--- src/rtl/mips_pkg.sv ---
// Shared definitions for the MIPS32 fetch front end: default addresses and PC sequencer states.
package mips_pkg;

    localparam logic [31:0] DEF_RESET_ADDR = 32'h0000_3000;
    localparam logic [31:0] DEF_EXC_VECTOR = 32'h0000_4180;

    typedef enum logic {
        BOOT = 1'b0,
        RUN  = 1'b1
    } pc_state_t;

    typedef enum logic [2:0] {
        SEL_HOLD,
        SEL_EXC,
        SEL_ERET,
        SEL_JUMP,
        SEL_INC
    } pc_sel_t;

endpackage

--- src/rtl/pc_next_sel.sv ---
// Next-PC priority mux: exception > ERET > jump > hold > increment, with EXL masking.
module pc_next_sel
    import mips_pkg::*;
#(
    parameter logic [31:0] EXC_VECTOR = DEF_EXC_VECTOR,
    parameter int          STEP       = 1
) (
    input  logic        i_run,
    input  logic [29:0] i_pc,
    input  logic [29:0] i_epc,
    input  logic        i_exl,
    input  logic        i_exception,
    input  logic [29:0] i_exc_epc,
    input  logic        i_eret,
    input  logic        i_jump_enable,
    input  logic [29:0] i_jump_input,
    input  logic        i_stall,
    input  logic        i_fetch_ready,
    output logic [29:0] o_pc,
    output logic [29:0] o_epc,
    output logic        o_exl
);

    localparam logic [29:0] STEP_W = 30'(STEP);

    pc_sel_t w_sel;

    always_comb begin
        // NOTE: every output gets a default first so no path leaves it unassigned (no latch).
        w_sel = SEL_HOLD;
        if (i_run) begin
            if (i_exception && !i_exl)
                w_sel = SEL_EXC;
            else if (i_eret && i_exl)
                w_sel = SEL_ERET;
            else if (i_jump_enable)
                w_sel = SEL_JUMP;
            else if (!i_stall && i_fetch_ready)
                w_sel = SEL_INC;
        end
    end

    always_comb begin
        o_pc  = i_pc;
        o_epc = i_epc;
        o_exl = i_exl;
        case (w_sel)
            SEL_EXC: begin
                o_pc  = EXC_VECTOR[31:2];
                o_epc = i_exc_epc;
                o_exl = 1'b1;
            end
            SEL_ERET: begin
                o_pc  = i_epc;
                o_exl = 1'b0;
            end
            SEL_JUMP: o_pc = i_jump_input;
            SEL_INC:  o_pc = i_pc + STEP_W;
            default:  o_pc = i_pc;
        endcase
    end

endmodule

--- src/rtl/pc_sequencer.sv ---
// Fetch program counter with stall, valid/ready fetch handshake, EPC/EXL capture and fetch counter.
module pc_sequencer
    import mips_pkg::*;
#(
    parameter logic [31:0] RESET_ADDR = DEF_RESET_ADDR,
    parameter logic [31:0] EXC_VECTOR = DEF_EXC_VECTOR,
    parameter int          STEP       = 1,
    parameter int          CNT_WIDTH  = 32
) (
    input  logic                 clock,
    input  logic                 reset,
    input  logic                 stall,
    input  logic                 jump_enable,
    input  logic [31:2]          jump_input,
    input  logic                 exception,
    input  logic [31:2]          exc_epc,
    input  logic                 eret,
    input  logic                 fetch_ready,
    output logic                 fetch_valid,
    output logic [31:2]          pc_value,
    output logic [31:2]          epc_value,
    output logic                 exl,
    output logic [CNT_WIDTH-1:0] fetch_count
);

    pc_state_t            r_state;
    logic [29:0]          r_pc;
    logic [29:0]          r_epc;
    logic                 r_exl;
    logic                 r_fetch_valid;
    logic [CNT_WIDTH-1:0] r_fetch_count;

    logic [29:0] w_next_pc;
    logic [29:0] w_next_epc;
    logic        w_next_exl;
    logic        w_accept;

    pc_next_sel #(
        .EXC_VECTOR (EXC_VECTOR),
        .STEP       (STEP)
    ) u_next_sel (
        .i_run         (r_state == RUN),
        .i_pc          (r_pc),
        .i_epc         (r_epc),
        .i_exl         (r_exl),
        .i_exception   (exception),
        .i_exc_epc     (exc_epc),
        .i_eret        (eret),
        .i_jump_enable (jump_enable),
        .i_jump_input  (jump_input),
        .i_stall       (stall),
        .i_fetch_ready (fetch_ready),
        .o_pc          (w_next_pc),
        .o_epc         (w_next_epc),
        .o_exl         (w_next_exl)
    );

    // A fetch counts as accepted even when a redirect drops it on the same edge.
    assign w_accept = r_fetch_valid && fetch_ready && !stall;

    always_ff @(posedge clock or posedge reset) begin
        // NOTE: sequential state uses non-blocking assignments so all registers update together.
        if (reset) begin
            r_state       <= BOOT;
            r_pc          <= RESET_ADDR[31:2];
            r_epc         <= '0;
            r_exl         <= 1'b0;
            r_fetch_valid <= 1'b0;
            r_fetch_count <= '0;
        end else begin
            case (r_state)
                BOOT: begin
                    r_state       <= RUN;
                    r_fetch_valid <= 1'b1;
                end
                RUN: begin
                    r_pc  <= w_next_pc;
                    r_epc <= w_next_epc;
                    r_exl <= w_next_exl;
                    if (w_accept)
                        r_fetch_count <= r_fetch_count + CNT_WIDTH'(1);
                end
                default: begin
                    r_state       <= BOOT;
                    r_fetch_valid <= 1'b0;
                end
            endcase
        end
    end

    assign fetch_valid = r_fetch_valid;
    assign pc_value    = r_pc;
    assign epc_value   = r_epc;
    assign exl         = r_exl;
    assign fetch_count = r_fetch_count;

endmodule

--- config.mk ---
export PLATFORM = sky130hd
export DESIGN_NAME = pc_sequencer
export DESIGN_NICKNAME = d
export VERILOG_FILES = /design/src/rtl/mips_pkg.sv /design/src/rtl/pc_next_sel.sv /design/src/rtl/pc_sequencer.sv
export SDC_FILE = /design/constraint.sdc
export NUM_CORES = 1
export LEC_CHECK = 0
export ABC_AREA = 1
export ABC_CLOCK_PERIOD_IN_PS = 8700
export BUFFER_PORTS_ARGS = -buffer_cell sky130_fd_sc_hd__buf_2
export CAP_MARGIN = 10
export CELL_PAD_IN_SITES_DETAIL_PLACEMENT = 2
export CELL_PAD_IN_SITES_GLOBAL_PLACEMENT = 2
export CORE_MARGIN = 1.5
export CORE_UTILIZATION = 31
export DETAILED_ROUTE_END_ITERATION = 12
export PLACE_DENSITY = 0.88
export SLEW_MARGIN = 0
export SYNTH_ARGS = -nofsm -noshare
export SYNTH_HDL_FRONTEND = slang
export SYNTH_SLANG_ARGS = --single-unit
--- constraint.sdc ---
create_clock -name clock -period 8.7 [get_ports clock]
set_input_delay 1.74 -clock clock [delete_from_list [all_inputs] [get_ports clock]]
set_output_delay 1.74 -clock clock [all_outputs]
set_load 0.005 [all_outputs]
==> Flow_metrics.wiki <==
{| class="wikitable"
! Metric !! Value
|-
| Status || finished, final reports clean
|-
| Period utilization || 0.352
|-
| Placeable Area || 0.0174 mm^2
|-
| Transition time at the pin with the least slew margin || 1.09 ns
|-
| Worst EP arrival || 3.32 ns
|-
| Flip-flop and latch count after synthesis || 95
|-
| Sum of routed wire length over all layers || 20.3 mm
|-
| Antenna violations before repair || 2
|-
| Minimum clock period after layout || 3.06 ns
|-
| Count of fill cells added during filler insertion || 2140
|-
| Crit-path cells || buf_2 > inv_1 > nand2_1 > nor2_1 > nand2_1 > inv_1 > nand3_1 > o211ai_1
|-
| Clock buffer count from CTS || 9
|-
| Maximum buffer depth of the clock tree || 2
|-
| Largest cells by area after synthesis || sky130_fd_sc_hd__dfrtp_1, sky130_fd_sc_hd__nand2_1, sky130_fd_sc_hd__nor2_1
|-
| Register area share after synthesis || 0.431
|-
| Final total negative setup slack || 0 ns
|-
| Setup crit start kind || input port
|-
| Via count of the first global-routing pass || 6190
|-
| Post-synthesis cell type count || 31
|-
| Final-report setup violation count || 0
|-
| Clock root buffer master || sky130_fd_sc_hd__clkbuf_16
|-
| Aggregate global-route resource usage || 0.226
|-
| # clock sinks || 95
|-
| Maximum Capacitance Violations || 0
|-
| Post-layout nets || 964
|-
| RSZ-0062 raised after global routing || false
|-
| Horizontal die dimension || 136 um
|-
| Leakage || 3.33 nW
|-
| Setup Fix Bufs, Post-CTS || 0
|-
| Total congestion overflow || 0
|-
| Clock network latency to the later pin of the worst-skew pair || 0.35 ns
|-
| Final Hold Vio Count || 0
|-
| Remaining number of nets flagged by the antenna check after routing || 0
|-
| # H-tree levels || 3
|-
| DR vias/cell || 5.01
|-
| Maximum fanout encountered on the critical timing path || 30
|-
| Cell area after synthesis || 0.00552 mm^2
|-
| Initial Util || 0.318
|-
| Top-area cell type share of the netlist area || 0.422
|-
| First-pass DRT Iterations || 4
|-
| Synth Instances || 736
|-
| Fraction of layout instances using a drive strength above 1 || 0.262
|-
| Worst-case clock skew || 0.00751 ns
|-
| Slowest stage cell, crit path || sky130_fd_sc_hd__inv_1
|-
| Final slew viol count || 0
|-
| Total area of multi-input combinational cells || 0.00283 mm^2
|-
| PostCTS Resize Cnt || 0
|-
| Final estimated routing congestion in global placement || 0.824
|-
| Height of the chip || 136 um
|-
| Cts hold-fix bufs || 0
|-
| Data required time at the worst endpoint || 8.96 ns
|-
| Std-Cell Rows || 48
|-
| I/O Buffers || 160
|-
| Achievable Freq || 327 MHz
|-
| Sequential standard cell area || 0.00238 mm^2
|-
| Largest stage delay on the critical path || 0.78 ns
|-
| Synthesis-to-layout area growth || 24.2%
|-
| Yosys warning count || 0
|-
| Post-Place Worst Slack || 5.26 ns
|-
| First DRT Iteration DRCs || 199
|-
| First-pass GRT wire length || 32.3 mm
|-
| Type of the tightest min-delay check || flop to flop
|-
| Hpwl dp || 15.4 mm
|-
| Boundary pin count || 161
|-
| Count of vias placed by the detailed router || 5650
|-
| Post-layout util || 0.395
|-
| Final worst setup slack || 5.64 ns
|-
| Post-synth top area cell || sky130_fd_sc_hd__dfrtp_1
|-
| Remaining DRCs || 0
|-
| Maximum number of pins on one net before global-route repair || 61
|-
| TritonCTS clock tree || built
|-
| Worst Path Class, Setup || input port to flop
|-
| Worst-case headroom to the max-slew limit || 0.273
|-
| Crit path capture type || flop
|-
| Power per cell area || 253 mW/mm^2
|-
| Synthesized area divided by synthesized cell count || 7.50 um^2
|-
| Post-detailed-route wirelength per cell || 18.0 um
|-
| Number of nets produced by synthesis || 805
|-
| IR Drop Worst-Case VDD || 98.2 uV
|-
| Reg clk slew, reported paths || 0.07 ns
|-
| Area enclosed by the die boundary || 0.0186 mm^2
|}
[cell usage after synthesis]
master                     count
sky130_fd_sc_hd__a21oi_1       7
sky130_fd_sc_hd__a22oi_1      22
sky130_fd_sc_hd__and2_1        3
sky130_fd_sc_hd__buf_2        10
sky130_fd_sc_hd__clkbuf_1      5
sky130_fd_sc_hd__conb_1        1
sky130_fd_sc_hd__dfrtp_1      93
sky130_fd_sc_hd__dfstp_2       2
sky130_fd_sc_hd__ha_1          2
sky130_fd_sc_hd__inv_1        62
sky130_fd_sc_hd__inv_2         3
sky130_fd_sc_hd__mux2_2       27
sky130_fd_sc_hd__nand2_1     259
sky130_fd_sc_hd__nand2_2       4
sky130_fd_sc_hd__nand3_1      69
sky130_fd_sc_hd__nand3_2       1
sky130_fd_sc_hd__nand3_4       1
sky130_fd_sc_hd__nand3b_1     14
sky130_fd_sc_hd__nand4_1       7
sky130_fd_sc_hd__nor2_1       93
sky130_fd_sc_hd__nor2_2        6
sky130_fd_sc_hd__nor2_4        5
sky130_fd_sc_hd__nor3_2        2
sky130_fd_sc_hd__nor4_1        1
sky130_fd_sc_hd__o211ai_1      5
sky130_fd_sc_hd__o21ai_0       6
sky130_fd_sc_hd__o21ai_2       1
sky130_fd_sc_hd__o21bai_1      3
sky130_fd_sc_hd__or2_2         3
sky130_fd_sc_hd__xnor2_1       7
sky130_fd_sc_hd__xor2_1       12
[cells by family after synthesis]
kind of cell / synth area share
and+or+nand+nor: 0.367
DFF: 0.431
buffers and inverters: 0.0567
AOI/OAI and AO/OA: 0.0542
muxes: 0.0551
xor gates and xnor gates: 0.0302
adders and majority gates: 0.00454
other: 0.000680
[critical path, delay by kind of cell]
family | cells | cell delay [ns]
buffers and inverters | 3 | 0.91
AOI/OAI and AO/OA | 1 | 0.14
and+or+nand+nor | 4 | 0.51
[flip-flops by register name, indices dropped and copies added, names as in the netlist]
name	count
epc_value	30
exl	1
fetch_count	32
fetch_valid	1
pc_value	30
r_state	1
[area by class of cell]
cell class,instances,area share
Clock inverter,7,0.00931
Timing Repair Buffer,163,0.120
Multi-Input combinational cell,561,0.412
Antenna cell,3,0.00110
Clock buffer,9,0.0329
Tap cell,225,0.0411
Sequential cell,95,0.347
Inverter,65,0.0360
[cells in the final DEF, fill, tap and decap left out]
| master | count |
|---|---|
| sky130_fd_sc_hd__o21ai_2 | 1 |
| sky130_fd_sc_hd__nand3_2 | 1 |
| sky130_fd_sc_hd__nand2_2 | 4 |
| sky130_fd_sc_hd__dfrtp_1 | 93 |
| sky130_fd_sc_hd__dfstp_2 | 2 |
| sky130_fd_sc_hd__o21ai_0 | 6 |
| sky130_fd_sc_hd__diode_2 | 3 |
| sky130_fd_sc_hd__o21bai_1 | 3 |
| sky130_fd_sc_hd__nand2_1 | 259 |
| sky130_fd_sc_hd__nand4_1 | 7 |
| sky130_fd_sc_hd__nand3_1 | 69 |
| sky130_fd_sc_hd__nor2_4 | 5 |
| sky130_fd_sc_hd__or2_2 | 3 |
| sky130_fd_sc_hd__clkbuf_16 | 9 |
| sky130_fd_sc_hd__bufinv_16 | 1 |
| sky130_fd_sc_hd__nor2_1 | 92 |
| sky130_fd_sc_hd__ha_1 | 2 |
| sky130_fd_sc_hd__a22oi_1 | 22 |
| sky130_fd_sc_hd__conb_1 | 1 |
| sky130_fd_sc_hd__nor4_1 | 1 |
| sky130_fd_sc_hd__nand3b_1 | 14 |
| sky130_fd_sc_hd__nor3_2 | 2 |
| sky130_fd_sc_hd__a21oi_1 | 7 |
| sky130_fd_sc_hd__and2_1 | 3 |
| sky130_fd_sc_hd__clkinv_4 | 1 |
| sky130_fd_sc_hd__o211ai_1 | 5 |
| sky130_fd_sc_hd__buf_4 | 3 |
| sky130_fd_sc_hd__nand3_4 | 1 |
| sky130_fd_sc_hd__xnor2_1 | 7 |
| sky130_fd_sc_hd__xor2_1 | 12 |
| sky130_fd_sc_hd__inv_2 | 3 |
| sky130_fd_sc_hd__inv_4 | 1 |
| sky130_fd_sc_hd__clkinv_2 | 5 |
| sky130_fd_sc_hd__mux2_2 | 27 |
| sky130_fd_sc_hd__nor2_2 | 7 |
| sky130_fd_sc_hd__inv_1 | 61 |
| sky130_fd_sc_hd__buf_2 | 160 |
[where the power goes]
| part | switching (mW) | leakage, nW | total (mW) | internal [mW] |
|---|---|---|---|---|
| logic | 0.296 | 2.00 | 0.555 | 0.258 |
| registers | 0.185 | 1.18 | 0.776 | 0.591 |
| clock network | 0.182 | 0.149 | 0.403 | 0.221 |
[path summary, 6_finish.rpt]
path,slack [ns],endpoint,depth (start not counted),start
max,5.64,pc_value[15],8,stall
min,0.52,fetch_count[10],1,fetch_count[10]
max reg2reg,6.67,pc_value[15],8,exl
min reg2reg,0.52,fetch_count[10],1,fetch_count[10]
max in group asynchronous,6.08,pc_value[4],3,reset
min in group asynchronous,1.41,epc_value[18],2,reset
[routing by layer]
layer  wire length [um]  vias to the layer above  global-route usage
li1                   -                     2680                   -
met1               8280                     2845               0.263
met2              10900                      110               0.432
met3                888                       15              0.0287
met4                241                        0              0.0609
met5                  0                        -                   0
[per-stage QoR]
stage / instance area, um^2 / hold slack, ns / power, mW / std cells
floorplan: 5520 / 0.502 / 1.03 / 736
global placement: 6560 / 0.499 / 1.30 / 1109
detailed placement: 6560 / 0.506 / 1.34 / 1109
CTS: 6850 / 0.519 / 1.76 / 1125
global route: 6850 / 0.548 / 1.85 / 1125
finish: 6850 / 0.517 / 1.73 / 1128
Note: power is estimated with default switching activity, not from simulation.
